--- config.mk ---
export PLATFORM = sky130hd
export DESIGN_NAME = dm_dmi_host
export DESIGN_NICKNAME = d
export VERILOG_FILES = /design/src/rtl/dm_pkg.sv /design/src/rtl/dm_dmi_host.sv
export SDC_FILE = /design/constraint.sdc
export NUM_CORES = 1
export LEC_CHECK = 0
export BUFFER_PORTS_ARGS = -buffer_cell sky130_fd_sc_hd__buf_2
export CAP_MARGIN = 0
export CORE_MARGIN = 2
export CORE_UTILIZATION = 40
export CTS_BUF_LIST = sky130_fd_sc_hd__clkbuf_4 sky130_fd_sc_hd__clkbuf_8
export CTS_CLUSTER_DIAMETER = 120
export DETAILED_ROUTE_END_ITERATION = 8
export GPL_TIMING_DRIVEN = 0
export PLACE_DENSITY_LB_ADDON = 0.05
export SLEW_MARGIN = 20
export SYNTH_ARGS = -nofsm -noshare
export SYNTH_HDL_FRONTEND = slang
export SYNTH_SLANG_ARGS = --single-unit
--- constraint.sdc ---
create_clock -name clk_i -period 2.4 [get_ports clk_i]
set_input_delay 0.72 -clock clk_i [delete_from_list [all_inputs] [get_ports clk_i]]
set_output_delay 0.72 -clock clk_i [all_outputs]
set_load 0.03 [all_outputs]
--- src/rtl/dm_pkg.sv ---
// rtl/dm_pkg.sv - shared DMI op/response codes, widths and request/response types
package dm_pkg;

    localparam int DMI_ADDR_W = 7;
    localparam int DMI_OP_W   = 2;
    localparam int DMI_DATA_W = 32;
    localparam int DMI_REQ_W  = DMI_ADDR_W + DMI_OP_W + DMI_DATA_W;
    localparam int DMI_RESP_W = DMI_DATA_W + 2;

    localparam logic [1:0] DMI_OP_NOP   = 2'd0;
    localparam logic [1:0] DMI_OP_READ  = 2'd1;
    localparam logic [1:0] DMI_OP_WRITE = 2'd2;
    localparam logic [1:0] DMI_OP_RSVD  = 2'd3;

    localparam logic [1:0] DMI_RESP_SUCCESS = 2'd0;
    localparam logic [1:0] DMI_RESP_FAILED  = 2'd2;

    typedef struct packed {
        logic [DMI_ADDR_W-1:0] addr;
        logic [DMI_OP_W-1:0]   op;
        logic [DMI_DATA_W-1:0] data;
    } dmi_req_t;

    typedef struct packed {
        logic [DMI_DATA_W-1:0] data;
        logic [1:0]            resp;
    } dmi_resp_t;

    typedef enum logic [1:0] {
        ST_IDLE = 2'd0,
        ST_REQ  = 2'd1,
        ST_WAIT = 2'd2,
        ST_RESP = 2'd3
    } dmi_state_e;

endpackage

--- src/rtl/dm_dmi_host.sv ---
// rtl/dm_dmi_host.sv - host-side DMI master with sticky error and response timeout
module dm_dmi_host
    import dm_pkg::*;
#(
    parameter int TimeoutCycles = 1024
) (
    input  logic        clk_i,
    input  logic        rst_i,
    input  logic        host_req_valid_i,
    output logic        host_req_ready_o,
    input  logic [6:0]  host_addr_i,
    input  logic [1:0]  host_op_i,
    input  logic [31:0] host_data_i,
    output logic        host_resp_valid_o,
    input  logic        host_resp_ready_i,
    output logic [31:0] host_resp_data_o,
    output logic [1:0]  host_resp_status_o,
    input  logic        dmi_clear_i,
    output logic        dmi_req_valid_o,
    input  logic        dmi_req_ready_i,
    output logic [40:0] dmi_req_o,
    input  logic        dmi_resp_valid_i,
    output logic        dmi_resp_ready_o,
    input  logic [33:0] dmi_resp_i,
    output logic        busy_o
);

    localparam int CntW = $clog2(TimeoutCycles);
    localparam logic [CntW-1:0] CntLast = CntW'(TimeoutCycles - 1);

    dmi_state_e      state_q;
    dmi_req_t        req_q;
    dmi_resp_t       resp_w;
    logic [31:0]     rdata_q;
    logic [1:0]      sticky_q;
    logic [1:0]      status_q;
    logic [CntW-1:0] cnt_q;
    logic            sticky_set;

    assign resp_w = dmi_resp_i;

    // Events that raise the sticky error: reserved op, error response, or timeout.
    always_comb begin
        sticky_set = 1'b0;
        case (state_q)
            ST_IDLE: sticky_set = host_req_valid_i && (host_op_i == DMI_OP_RSVD);
            ST_WAIT: begin
                if (dmi_resp_valid_i) begin
                    sticky_set = (resp_w.resp != DMI_RESP_SUCCESS);
                end else begin
                    sticky_set = (cnt_q == CntLast);
                end
            end
            default: sticky_set = 1'b0;
        endcase
    end

    // Sticky error: a new failure beats a simultaneous clear; independent of the FSM.
    always_ff @(posedge clk_i) begin
        if (rst_i) begin
            sticky_q <= 2'd0;
        end else if (sticky_set) begin
            sticky_q <= DMI_RESP_FAILED;
        end else if (dmi_clear_i) begin
            sticky_q <= 2'd0;
        end
    end

    // Transaction FSM; status is captured on RESP entry so later clears cannot alter it.
    always_ff @(posedge clk_i) begin
        if (rst_i) begin
            state_q  <= ST_IDLE;
            req_q    <= '0;
            rdata_q  <= 32'd0;
            status_q <= 2'd0;
            cnt_q    <= '0;
        end else begin
            case (state_q)
                ST_IDLE: begin
                    if (host_req_valid_i) begin
                        case (host_op_i)
                            DMI_OP_NOP: begin
                                status_q <= sticky_q;
                                state_q  <= ST_RESP;
                            end
                            DMI_OP_READ, DMI_OP_WRITE: begin
                                if (sticky_q != 2'd0) begin
                                    status_q <= sticky_q;
                                    state_q  <= ST_RESP;
                                end else begin
                                    req_q.addr <= host_addr_i;
                                    req_q.op   <= host_op_i;
                                    req_q.data <= host_data_i;
                                    state_q    <= ST_REQ;
                                end
                            end
                            default: begin
                                status_q <= DMI_RESP_FAILED;
                                state_q  <= ST_RESP;
                            end
                        endcase
                    end
                end
                ST_REQ: begin
                    if (dmi_req_ready_i) begin
                        cnt_q   <= '0;
                        state_q <= ST_WAIT;
                    end
                end
                ST_WAIT: begin
                    if (dmi_resp_valid_i) begin
                        if (resp_w.resp == DMI_RESP_SUCCESS) begin
                            if (req_q.op == DMI_OP_READ) begin
                                rdata_q <= resp_w.data;
                            end
                            status_q <= DMI_RESP_SUCCESS;
                        end else begin
                            status_q <= DMI_RESP_FAILED;
                        end
                        state_q <= ST_RESP;
                    end else if (cnt_q == CntLast) begin
                        status_q <= DMI_RESP_FAILED;
                        state_q  <= ST_RESP;
                    end else begin
                        cnt_q <= cnt_q + 1'b1;
                    end
                end
                ST_RESP: begin
                    if (host_resp_ready_i) begin
                        state_q <= ST_IDLE;
                    end
                end
                default: state_q <= ST_IDLE;
            endcase
        end
    end

    assign host_req_ready_o   = (state_q == ST_IDLE);
    assign busy_o             = (state_q != ST_IDLE);
    assign dmi_req_valid_o    = (state_q == ST_REQ);
    assign dmi_resp_ready_o   = (state_q == ST_IDLE) || (state_q == ST_WAIT);
    assign host_resp_valid_o  = (state_q == ST_RESP);
    assign dmi_req_o          = req_q;
    assign host_resp_data_o   = rdata_q;
    assign host_resp_status_o = status_q;

endmodule

==> run_results.csv, run 1 <==
group,metric,value,unit
global_routing,grt_max_degree,15,
timing,slew_violations,0,
run,cap_violations,0,
synthesis,yosysSeqAreaShare,0.504,
timing,worstMarginPinSlew,0.766,ns
timing,fin_crit,2.25,ns
pwr,peakVddDrop,0.478,mV
place,io_buffers,160,
setup_path,rrSetupSlack,0.42,ns
final_layout,area_growth,32.7,%
timing,fmax,445,MHz
clock_network,cts_sinks,87,
floorplanning,die_w,96.9,µm
routing,wirelength,9.15,mm
routing,viasPerCell,4.79,
floorplanning,start_util,0.416,
timing,rsz0062_at_grt,"no",
floorplanning,fp.coreArea,8300,µm²
timing,fin_skew,0.00990,ns
synthesis,syn_inst,435,
timing,final.setup.tns,0,ns
timing,finalWorstSetupSlack,0.152,ns
synthesis,synth_area_leaders,"dfxtp_1, nand2_1, a21oi_1",
place,hpwl,6.83,mm
setup_path,required,1.68,ns
clock_network,cts_buffers,9,
setup_path,arrival,1.53,ns
setup_path,path_class,"reg2out",
floorplanning,die_h,96.9,µm
setup_path,critPathBufInv,4,
synthesis,ys_ff_latch,87,
clock_network,cts_max_level,3,
clock_network,cts_root_buffer,"clkbuf_8",
setup_path,cp_common_cell,"inv_1",
synthesis,syn_area_per_cell,7.94,µm²
routing,vias,3426,
clock_network,clock_path_buffers,2,
synthesis,synth_warnings,0,
final_layout,n_antenna_cell,0,
place,place_ws,-0.107,ns
clock_network,clkLatencyLatePin,0.35,ns
timing,setup_viol,0,
clock_network,clkSlewWorstSetupHoldPaths,0.08,ns
timing,max_slew_margin,0.485,
floorplanning,num_rows,33,
run_status,status,"completed",
floorplanning,dieArea,9390,µm²
routing,dr.pass1.iters,4,
routing,wl_per_cell,12.8,µm
pwr,leakage,2.03,nW
synthesis,netlist_area,3450,µm²
synthesis,yosysUniqueCellTypes,41,
clock_network,post_cts_buffers,0,
final_layout,final_cell_mix,"buf_2, nand2_1, dfxtp_1, a21oi_1, clkbuf_1",
routing,drt_iter0_drc,111,
place,dp.cells,700,
place,gp_congestion,0.764,
setup_path,cp_slowest_cell,"dfxtp_1",
synthesis,synth_area_leader_cell,"dfxtp_1",
hold_path,hold_path_class,"reg2reg",
place,place_area,4390,µm²
setup_path,path_cells,"inv_1 -> ha_1 -> buf_4 -> nor2_2 -> inv_1 -> buf_2",
routing,drc,0,
global_routing,overflow,0,
global_routing,grt_util_all_layers,0.196,
synthesis,synth_nets,524,
synthesis,synth_top_area_frac,0.504,
timing,min_period_over_period,0.937,
pwr,power_density,807,nW/µm²
pwr,finalPower,3.70,mW
final_layout,fin_cells,715,
floorplanning,pin_count,162,
global_routing,antenna_found_initial,0,
timing,finalHoldViolCount,0,
final_layout,design_area,4580,µm²
global_routing,grt_pass1_vias,3280,
setup_path,worst_path_largest_cell_delay,0.36,ns
setup_path,cp-end-kind,"output pin",
setup_path,critical_path.max_fanout,9,
final_layout,mostFrequentLayoutCell,"buf_2",
final_layout,drive_above_1_share,0.311,
global_routing,grt_pass1_wl,15.3,mm
setup_path,startpoint_type,"register",
setup_path,cpLargestDelayFamily,"buffers and inverters",
clock_network,cts_tree,"done",
final_layout,final_net_count,695,
routing,antenna_left,0,
sequential cells by signal (all words and copies together) (netlist names):
| name | cells |
|---|---|
| cnt_q | 10 |
| state_q | 2 |
| host_resp_data_o | 32 |
| host_resp_status_o | 1 |
| sticky_q | 1 |
| dmi_req_o | 41 |
per-stage QoR:
step,util,hold WS (ns)
after global placement,0.528,0.438
after CTS,0.552,0.455
final,0.552,0.452
after floorplan,-,0.465
after detailed placement,0.528,0.443
after global routing,0.552,0.474
worst paths after layout:
path,end,from,depth (start not counted)
worst min-delay path,dmi_req_o[4],dmi_req_o[4],2
worst max register to register,cnt_q[0],state_q[0],7
worst min register to register,dmi_req_o[4],dmi_req_o[4],2
worst max-delay path,dmi_resp_ready_o,state_q[0],6
per-layer routing:
metal	routed length, µm	global-route usage	vias to the layer above
li1	-	-	1789
met2	4320	0.333	109
met3	745	0.0592	5
met4	70	0.0585	0
met1	4020	0.240	1523
met5	0	0	-
synthesized netlist by cell type (all sizes together):
| cell type | number |
|---|---|
| a211oi | 1 |
| a21oi | 83 |
| a221o | 1 |
| a31oi | 1 |
| and2 | 1 |
| and3 | 2 |
| and4 | 1 |
| and4b | 1 |
| buf | 6 |
| clkbuf | 22 |
| conb | 1 |
| dfxtp | 87 |
| ha | 7 |
| inv | 12 |
| mux2 | 1 |
| mux2i | 1 |
| nand2 | 151 |
| nand2b | 4 |
| nand3 | 7 |
| nand3b | 1 |
| nand4 | 3 |
| nand4b | 1 |
| nor2 | 6 |
| nor2b | 1 |
| nor3 | 1 |
| nor4 | 1 |
| o211ai | 1 |
| o21a | 2 |
| o21ai | 7 |
| o221ai | 1 |
| o311a | 1 |
| o31ai | 7 |
| o41ai | 2 |
| or2 | 2 |
| or3 | 1 |
| or4 | 7 |
worst reg2reg max path, stage by stage (launching register included):
cell	delay, ns
dfxtp_1	0.33
inv_1	0.09
ha_1	0.15
buf_4	0.16
inv_1	0.09
nor4_2	0.69
o21ai_0	0.21
a21oi_1	0.18
cell type report:
class / count / area (µm²)
clock inverters: 5 / 57.6
multi-input cells: 308 / 1550
fillers: 835 / 3720
clock buffers: 10 / 138
repair buffers: 160 / 801
flip-flops and latches: 87 / 1740
inverters: 12 / 45.0
well taps: 105 / 131
plain buffers: 28 / 116
cell families after synthesis:
logic type | count (synthesis) | share of synthesized area
muxes | 2 | 0.00616
AOI/OAI and AO/OA | 107 | 0.173
other | 1 | 0.00109
buffers and inverters | 40 | 0.0467
DFF | 87 | 0.504
and+or+nand+nor | 191 | 0.243
adders and majority gates | 7 | 0.0254
timing repair:
action,in CTS,in global routing
resized for setup,0,1
hold buffers,0,0
setup endpoints to repair,0,1
where the power goes:
group          internal (mW)  switching [mW]
combinational          0.333           0.735
sequential              1.55          0.0564
clock                  0.506           0.518
total                   2.39            1.31
Note: power is estimated with default switching activity, not from simulation.
==> run 2: changes to the inputs <==
--- a/config.mk
+++ b/config.mk
@@ -5,6 +5,7 @@
 export SDC_FILE = /design/constraint.sdc
 export NUM_CORES = 1
 export LEC_CHECK = 0
+export ABC_AREA = 1
 export BUFFER_PORTS_ARGS = -buffer_cell sky130_fd_sc_hd__buf_2
 export CAP_MARGIN = 0
 export CORE_MARGIN = 2
==> constraint.sdc (replaced) <==
create_clock -name clk_i -period 2.8 [get_ports clk_i]
set_input_delay 0.84 -clock clk_i [delete_from_list [all_inputs] [get_ports clk_i]]
set_output_delay 0.84 -clock clk_i [all_outputs]
set_load 0.03 [all_outputs]
==> run 2 against run 1 <==
Non-clock buffer count decreased by 1. First-iteration DRC count down 19%. Critical path type unchanged. Sequential power is 8% lower. Largest cell class unchanged. Critical endpoint unchanged. Largest power group unchanged.
==> run_results.csv, run 2 <==
group,metric,value,unit
run_status,status,"completed",
clock_network,clock_path_buffers,2,
timing,slew_violations,0,
synthesis,synth-xor-area-share,0.00491,
synthesis,synth-simple-area-share,0.273,
synthesis,synth_nets,569,
timing,fin_skew,0.0110,ns
global_routing,antenna_found_initial,0,
routing,antenna_left,0,
routing,viasPerCell,4.65,
place,place_area,4510,µm²
timing,max_slew_margin,0.641,
synthesis,syn_inst,480,
floorplanning,num_rows,34,
floorplanning,die_h,98.5,µm
clock_network,cts_tree,"done",
floorplanning,start_util,0.411,
synthesis,synth_flop_cell,"dfxtp_1",
setup_path,arrival,1.56,ns
setup_path,reg2reg_from,"state_q[0]",
place,gp_congestion,0.799,
synthesis,synth_top_family_by_area,"simple AND/OR/NAND/NOR gates",
place,dp.cells,748,
routing,drc,0,
setup_path,startpoint_type,"register",
routing,vias,3555,
place,hpwl,6.89,mm
synthesis,synth_top_area_frac,0.488,
clock_network,cts_root_buffer,"clkbuf_8",
setup_path,r2r_end,"dmi_req_o[29]",
synthesis,ys_ff_latch,87,
final_layout,final_cell_mix,"nor2_1, buf_2, dfxtp_1, o21ai_0, nand2_1",
setup_path,endpoint,"dmi_resp_ready_o",
floorplanning,pin_count,162,
global_routing,grt_pass1_vias,3439,
setup_path,rrSetupSlack,1.01,ns
final_layout,mostFrequentLayoutCell,"nor2_1",
run,cap_violations,0,
synthesis,syn_area_per_cell,7.44,µm²
clock_network,clkSlewWorstSetupHoldPaths,0.10,ns
pwr,leakage,2.32,nW
global_routing,grt_max_degree,17,
synthesis,netlist_area,3570,µm²
floorplanning,dieArea,9700,µm²
final_layout,fin_cells,764,
clock_network,postCtsHoldBufs,0,
timing,fin_crit,2.40,ns
timing,finalWorstSetupSlack,0.405,ns
setup_path,path_class,"reg2out",
synthesis,synth_commonest_cells,"nor2_1, dfxtp_1, o21ai_0",
pwr,finalPower,3.73,mW
synthesis,synth_most_common_cell,"nor2_1",
clock_network,cts_sinks,87,
global_routing,grt_util_all_layers,0.192,
setup_path,reg2reg_depth,8,
final_layout,utilization,0.541,
routing,wl_per_cell,12.1,µm
place,io_buffers,160,
pwr,power_density,795,nW/µm²
setup_path,cp-end-kind,"output pin",
timing,fmax,418,MHz
place,place_ws,0.471,ns
timing,min_period_over_period,0.855,
setup_path,required,1.96,ns
synthesis,synth_edf_count,0,
clock_network,cts_max_level,3,
timing,rsz0062_at_grt,"no",
final_layout,n_antenna_cell,0,
setup_path,crit_start,"state_q[0]",
clock_network,clkLatencyLatePin,0.35,ns
routing,wirelength,9.24,mm
synthesis,async_reset_ff_frac,0,
synthesis,yosysUniqueCellTypes,31,
global_routing,grt_pass1_wl,15.4,mm
clock_network,cts_buffers,9,
setup_path,critical_path.max_fanout,9,
synthesis,yosysSeqAreaShare,0.488,
final_layout,design_area,4690,µm²
floorplanning,fp.coreArea,8680,µm²
timing,finalHoldViolCount,0,
routing,dr.pass1.iters,4,
synthesis,synthAdderAreaFrac,0.0245,
synthesis,synth_area_leader_cell,"dfxtp_1",
timing,holdWs,0.465,ns
synthesis,synthMuxAreaShare,0,
routing,drt_iter0_drc,90,
hold_path,hold_path_class,"reg2reg",
synthesis,synth_warnings,0,
final_layout,area_growth,31.5,%
pwr,peakVddDrop,0.293,mV
final_layout,drive_above_1_share,0.311,
final_layout,largest_register_ffs,41,
timing,final.setup.tns,0,ns
timing,setup_viol,0,
final_layout,final_net_count,740,
timing,worstMarginPinSlew,0.539,ns
global_routing,overflow,0,
clock_network,cts_resized,0,
synthesis,synth_compound_area_frac,0.134,
synthesis,synth_area_leaders,"dfxtp_1, nor2_1, o21ai_0",
clock_network,post_cts_buffers,0,
floorplanning,die_w,98.5,µm
[run 2: cell type report]
| cell class | instances | area, µm² |
|---|---|---|
| inverters | 26 | 100 |
| clock buffers | 10 | 138 |
| flip-flops and latches | 87 | 1740 |
| plain buffers | 27 | 169 |
| clock inverters | 6 | 50.0 |
| well taps | 108 | 135 |
| fillers | 927 | 3990 |
| repair buffers | 160 | 801 |
| multi-input cells | 340 | 1560 |
[run 2: where the power goes]
| group | total (mW) | leakage, nW | switching, mW | internal (mW) |
|---|---|---|---|---|
| clock network | 0.841 | 0.0952 | 0.481 | 0.360 |
| logic | 1.41 | 1.52 | 0.949 | 0.462 |
| registers | 1.48 | 0.707 | 0.0848 | 1.39 |
[run 2: worst max-delay path, stage by stage, from the launching register on]
cell	delay, ns
dfxtp_1	0.38
inv_1	0.09
ha_1	0.21
buf_6	0.14
nor2_1	0.13
inv_1	0.08
buf_2	0.18
[run 2: worst min-delay path by stage]
stage | startpoint | end | slack [ns] | cells after the start
2_1_floorplan | cnt_q[9] | cnt_q[9] | 0.46 | 2
3_3_place_gp | host_resp_status_o[1] | host_resp_status_o[1] | 0.45 | 2
3_5_place_dp | host_resp_status_o[1] | host_resp_status_o[1] | 0.45 | 2
4_1_cts | host_resp_status_o[1] | host_resp_status_o[1] | 0.47 | 2
5_1_grt | host_resp_status_o[1] | host_resp_status_o[1] | 0.48 | 2
6_report | host_resp_status_o[1] | host_resp_status_o[1] | 0.46 | 2
[run 2: logic make-up (layout without fill, tap and decap cells)]
| group | Yosys count | after routing |
|---|---|---|
| xor+xnor | 2 | 2 |
| simple gates | 237 | 237 |
| flops | 87 | 87 |
| buf+inv | 53 | 229 |
| other cells | 1 | 1 |
| fa+ha+maj | 7 | 7 |
| compound gates | 93 | 93 |
[run 2: routing by layer]
layer,up-vias,part of all wire,GRT usage
li1,1863,-,-
met1,1562,0.44,0.229
met2,113,0.46,0.325
met3,17,0.079,0.0596
met4,0,0.024,0.0727
met5,-,0,0
==> run 3: changes to the inputs <==
--- a/config.mk
+++ b/config.mk
@@ -8,6 +8,7 @@
 export ABC_AREA = 1
 export BUFFER_PORTS_ARGS = -buffer_cell sky130_fd_sc_hd__buf_2
 export CAP_MARGIN = 0
+export CORE_ASPECT_RATIO = 2
 export CORE_MARGIN = 2
 export CORE_UTILIZATION = 40
 export CTS_BUF_LIST = sky130_fd_sc_hd__clkbuf_4 sky130_fd_sc_hd__clkbuf_8
==> run 3 against run 2 <==
Critical path depth is the same. Final cell count fell by 1.2%. Combinational power is 3% higher. Sequential power about the same. Flip-flop and latch count is the same. Setup slack worse by 0.022 ns. Clock power grew 28%. First-iteration DRC count grew 97%. Critical path type unchanged. Non-clock buffer count is the same. Clock-buffer cell count increased by 2.
==> run_results.csv, run 3 (synthesis results as in run 2) <==
group,metric,value,unit
run_status,status,"completed",
floorplanning,num_rows,48,
setup_path,reg2reg_depth,8,
pwr,intPower,2.50,mW
setup_path,reg2reg_from,"state_q[0]",
global_routing,overflow,0,
timing,setup_viol,0,
routing,viasPerCell,4.76,
clock_network,cts_root_buffer,"clkbuf_8",
setup_path,critical_path.max_fanout,9,
timing,finalHoldViolCount,0,
clock_network,cts_max_level,3,
timing,holdWs,0.477,ns
routing,highest-signal-layer,"met4",
final_layout,final_net_count,740,
clock_network,clock_path_buffers,2,
timing,fin_skew,0.00815,ns
pwr,power_density,845,nW/µm²
place,place_area,4500,µm²
routing,drt_iter0_drc,177,
global_routing,antenna_found_initial,0,
place,place_ws,0.423,ns
floorplanning,dieArea,9740,µm²
clock_network,clkSlewWorstSetupHoldPaths,0.08,ns
pwr,p_switching,1.51,mW
global_routing,grt_pass1_wl,15.7,mm
floorplanning,pin_count,162,
routing,wl_met3,526,µm
final_layout,area_growth,32.9,%
floorplanning,die_w,70.8,µm
pwr,power_frac_seq,0.371,
final_layout,design_area,4740,µm²
pwr,peakVddDrop,0.326,mV
setup_path,required,1.96,ns
timing,rsz0062_at_grt,"no",
final_layout,largest_register_ffs,41,
floorplanning,fp.coreArea,8650,µm²
setup_path,endpoint,"dmi_resp_ready_o",
floorplanning,start_util,0.413,
setup_path,r2r_end,"dmi_req_o[30]",
setup_path,arrival,1.58,ns
global_routing,grt_pass1_vias,3348,
clock_network,cts_tree,"done",
timing,min_period_over_period,0.863,
place,gp_congestion,0.814,
clock_network,cts_buffers,9,
pwr,leakage,2.36,nW
timing,finalWorstSetupSlack,0.383,ns
routing,met2_length,5.38,mm
final_layout,n_antenna_cell,0,
setup_path,startpoint_type,"register",
pwr,finalPower,4.01,mW
routing,wl_met1,3.84,mm
hold_path,hold_path_class,"reg2reg",
timing,final.setup.tns,0,ns
global_routing,grt_util_all_layers,0.204,
timing,slew_violations,0,
place,hpwl,7.72,mm
clock_network,post_cts_buffers,0,
pwr,swShare,0.376,
final_layout,final_cell_mix,"nor2_1, buf_2, dfxtp_1, o21ai_0, nand2_1",
clock_network,cts_sinks,87,
final_layout,mostFrequentLayoutCell,"nor2_1",
setup_path,cp-end-kind,"output pin",
routing,vias,3594,
floorplanning,die_h,138,µm
routing,wirelength,9.99,mm
clock_network,postCtsHoldBufs,0,
run,cap_violations,0,
setup_path,path_class,"reg2out",
clock_network,cts_resized,0,
pwr,p_clk_frac,0.268,
routing,antenna_left,0,
timing,fmax,414,MHz
setup_path,rrSetupSlack,0.92,ns
final_layout,drive_above_1_share,0.310,
routing,drc,0,
clock_network,clkLatencyLatePin,0.35,ns
global_routing,grt_max_degree,14,
setup_path,crit_start,"state_q[0]",
pwr,combPwrFrac,0.361,
routing,wl_per_cell,13.2,µm
place,io_buffers,160,
routing,dr.pass1.iters,4,
timing,fin_crit,2.42,ns
==> run 3: worst min-delay path by stage <==
stage                                 end             startpoint  cells after the start  slack, ns
CTS                 host_resp_status_o[1]  host_resp_status_o[1]                      2       0.49
global route                 dmi_req_o[8]           dmi_req_o[8]                      2       0.51
global placement             dmi_req_o[8]           dmi_req_o[8]                      2       0.46
floorplan                        cnt_q[9]               cnt_q[9]                      2       0.46
finish              host_resp_status_o[1]  host_resp_status_o[1]                      2       0.48
detailed placement          dmi_req_o[27]          dmi_req_o[27]                      2       0.47
==> run 3: stage by stage <==
stage                util  std cells
global placement    0.520        740
finish              0.549        755
global route        0.549        755
CTS                 0.549        755
detailed placement  0.520        740
floorplan               -        480
==> run 3: layer usage <==
metal / vias to the layer above / GRT usage
met3: 19 / 0.0505
met1: 1606 / 0.219
met5: - / 0
met4: 0 / 0.0943
li1: 1865 / -
met2: 104 / 0.371
==> run 3: layout make-up <==
| class | count | area, µm² |
|---|---|---|
| Buffer | 27 | 169 |
| Timing Repair Buffer | 160 | 801 |
| Clock buffer | 12 | 159 |
| Clock inverter | 3 | 90.1 |
| Fill cell | 889 | 3900 |
| Multi-Input combinational cell | 340 | 1560 |
| Sequential cell | 87 | 1740 |
| Tap cell | 100 | 125 |
| Inverter | 26 | 100 |
==> run 3: critical path, cell delays in order (launching register included) <==
cell and delay [ns]:
dfxtp_1 0.38, inv_1 0.09, ha_1 0.21, buf_6 0.14, nor2_1 0.14, inv_1 0.08, buf_2 0.18
==> run 3: power groups by stage <==
| stage | Clock [mW] | Combinational (mW) | Sequential, mW |
|---|---|---|---|
| floorplan | 0 | 0.786 | 1.76 |
| global placement | 0 | 1.44 | 1.51 |
| detailed placement | 0 | 1.45 | 1.52 |
| CTS | 1.11 | 1.46 | 1.49 |
| global route | 1.16 | 1.59 | 1.51 |
| finish | 1.08 | 1.45 | 1.49 |
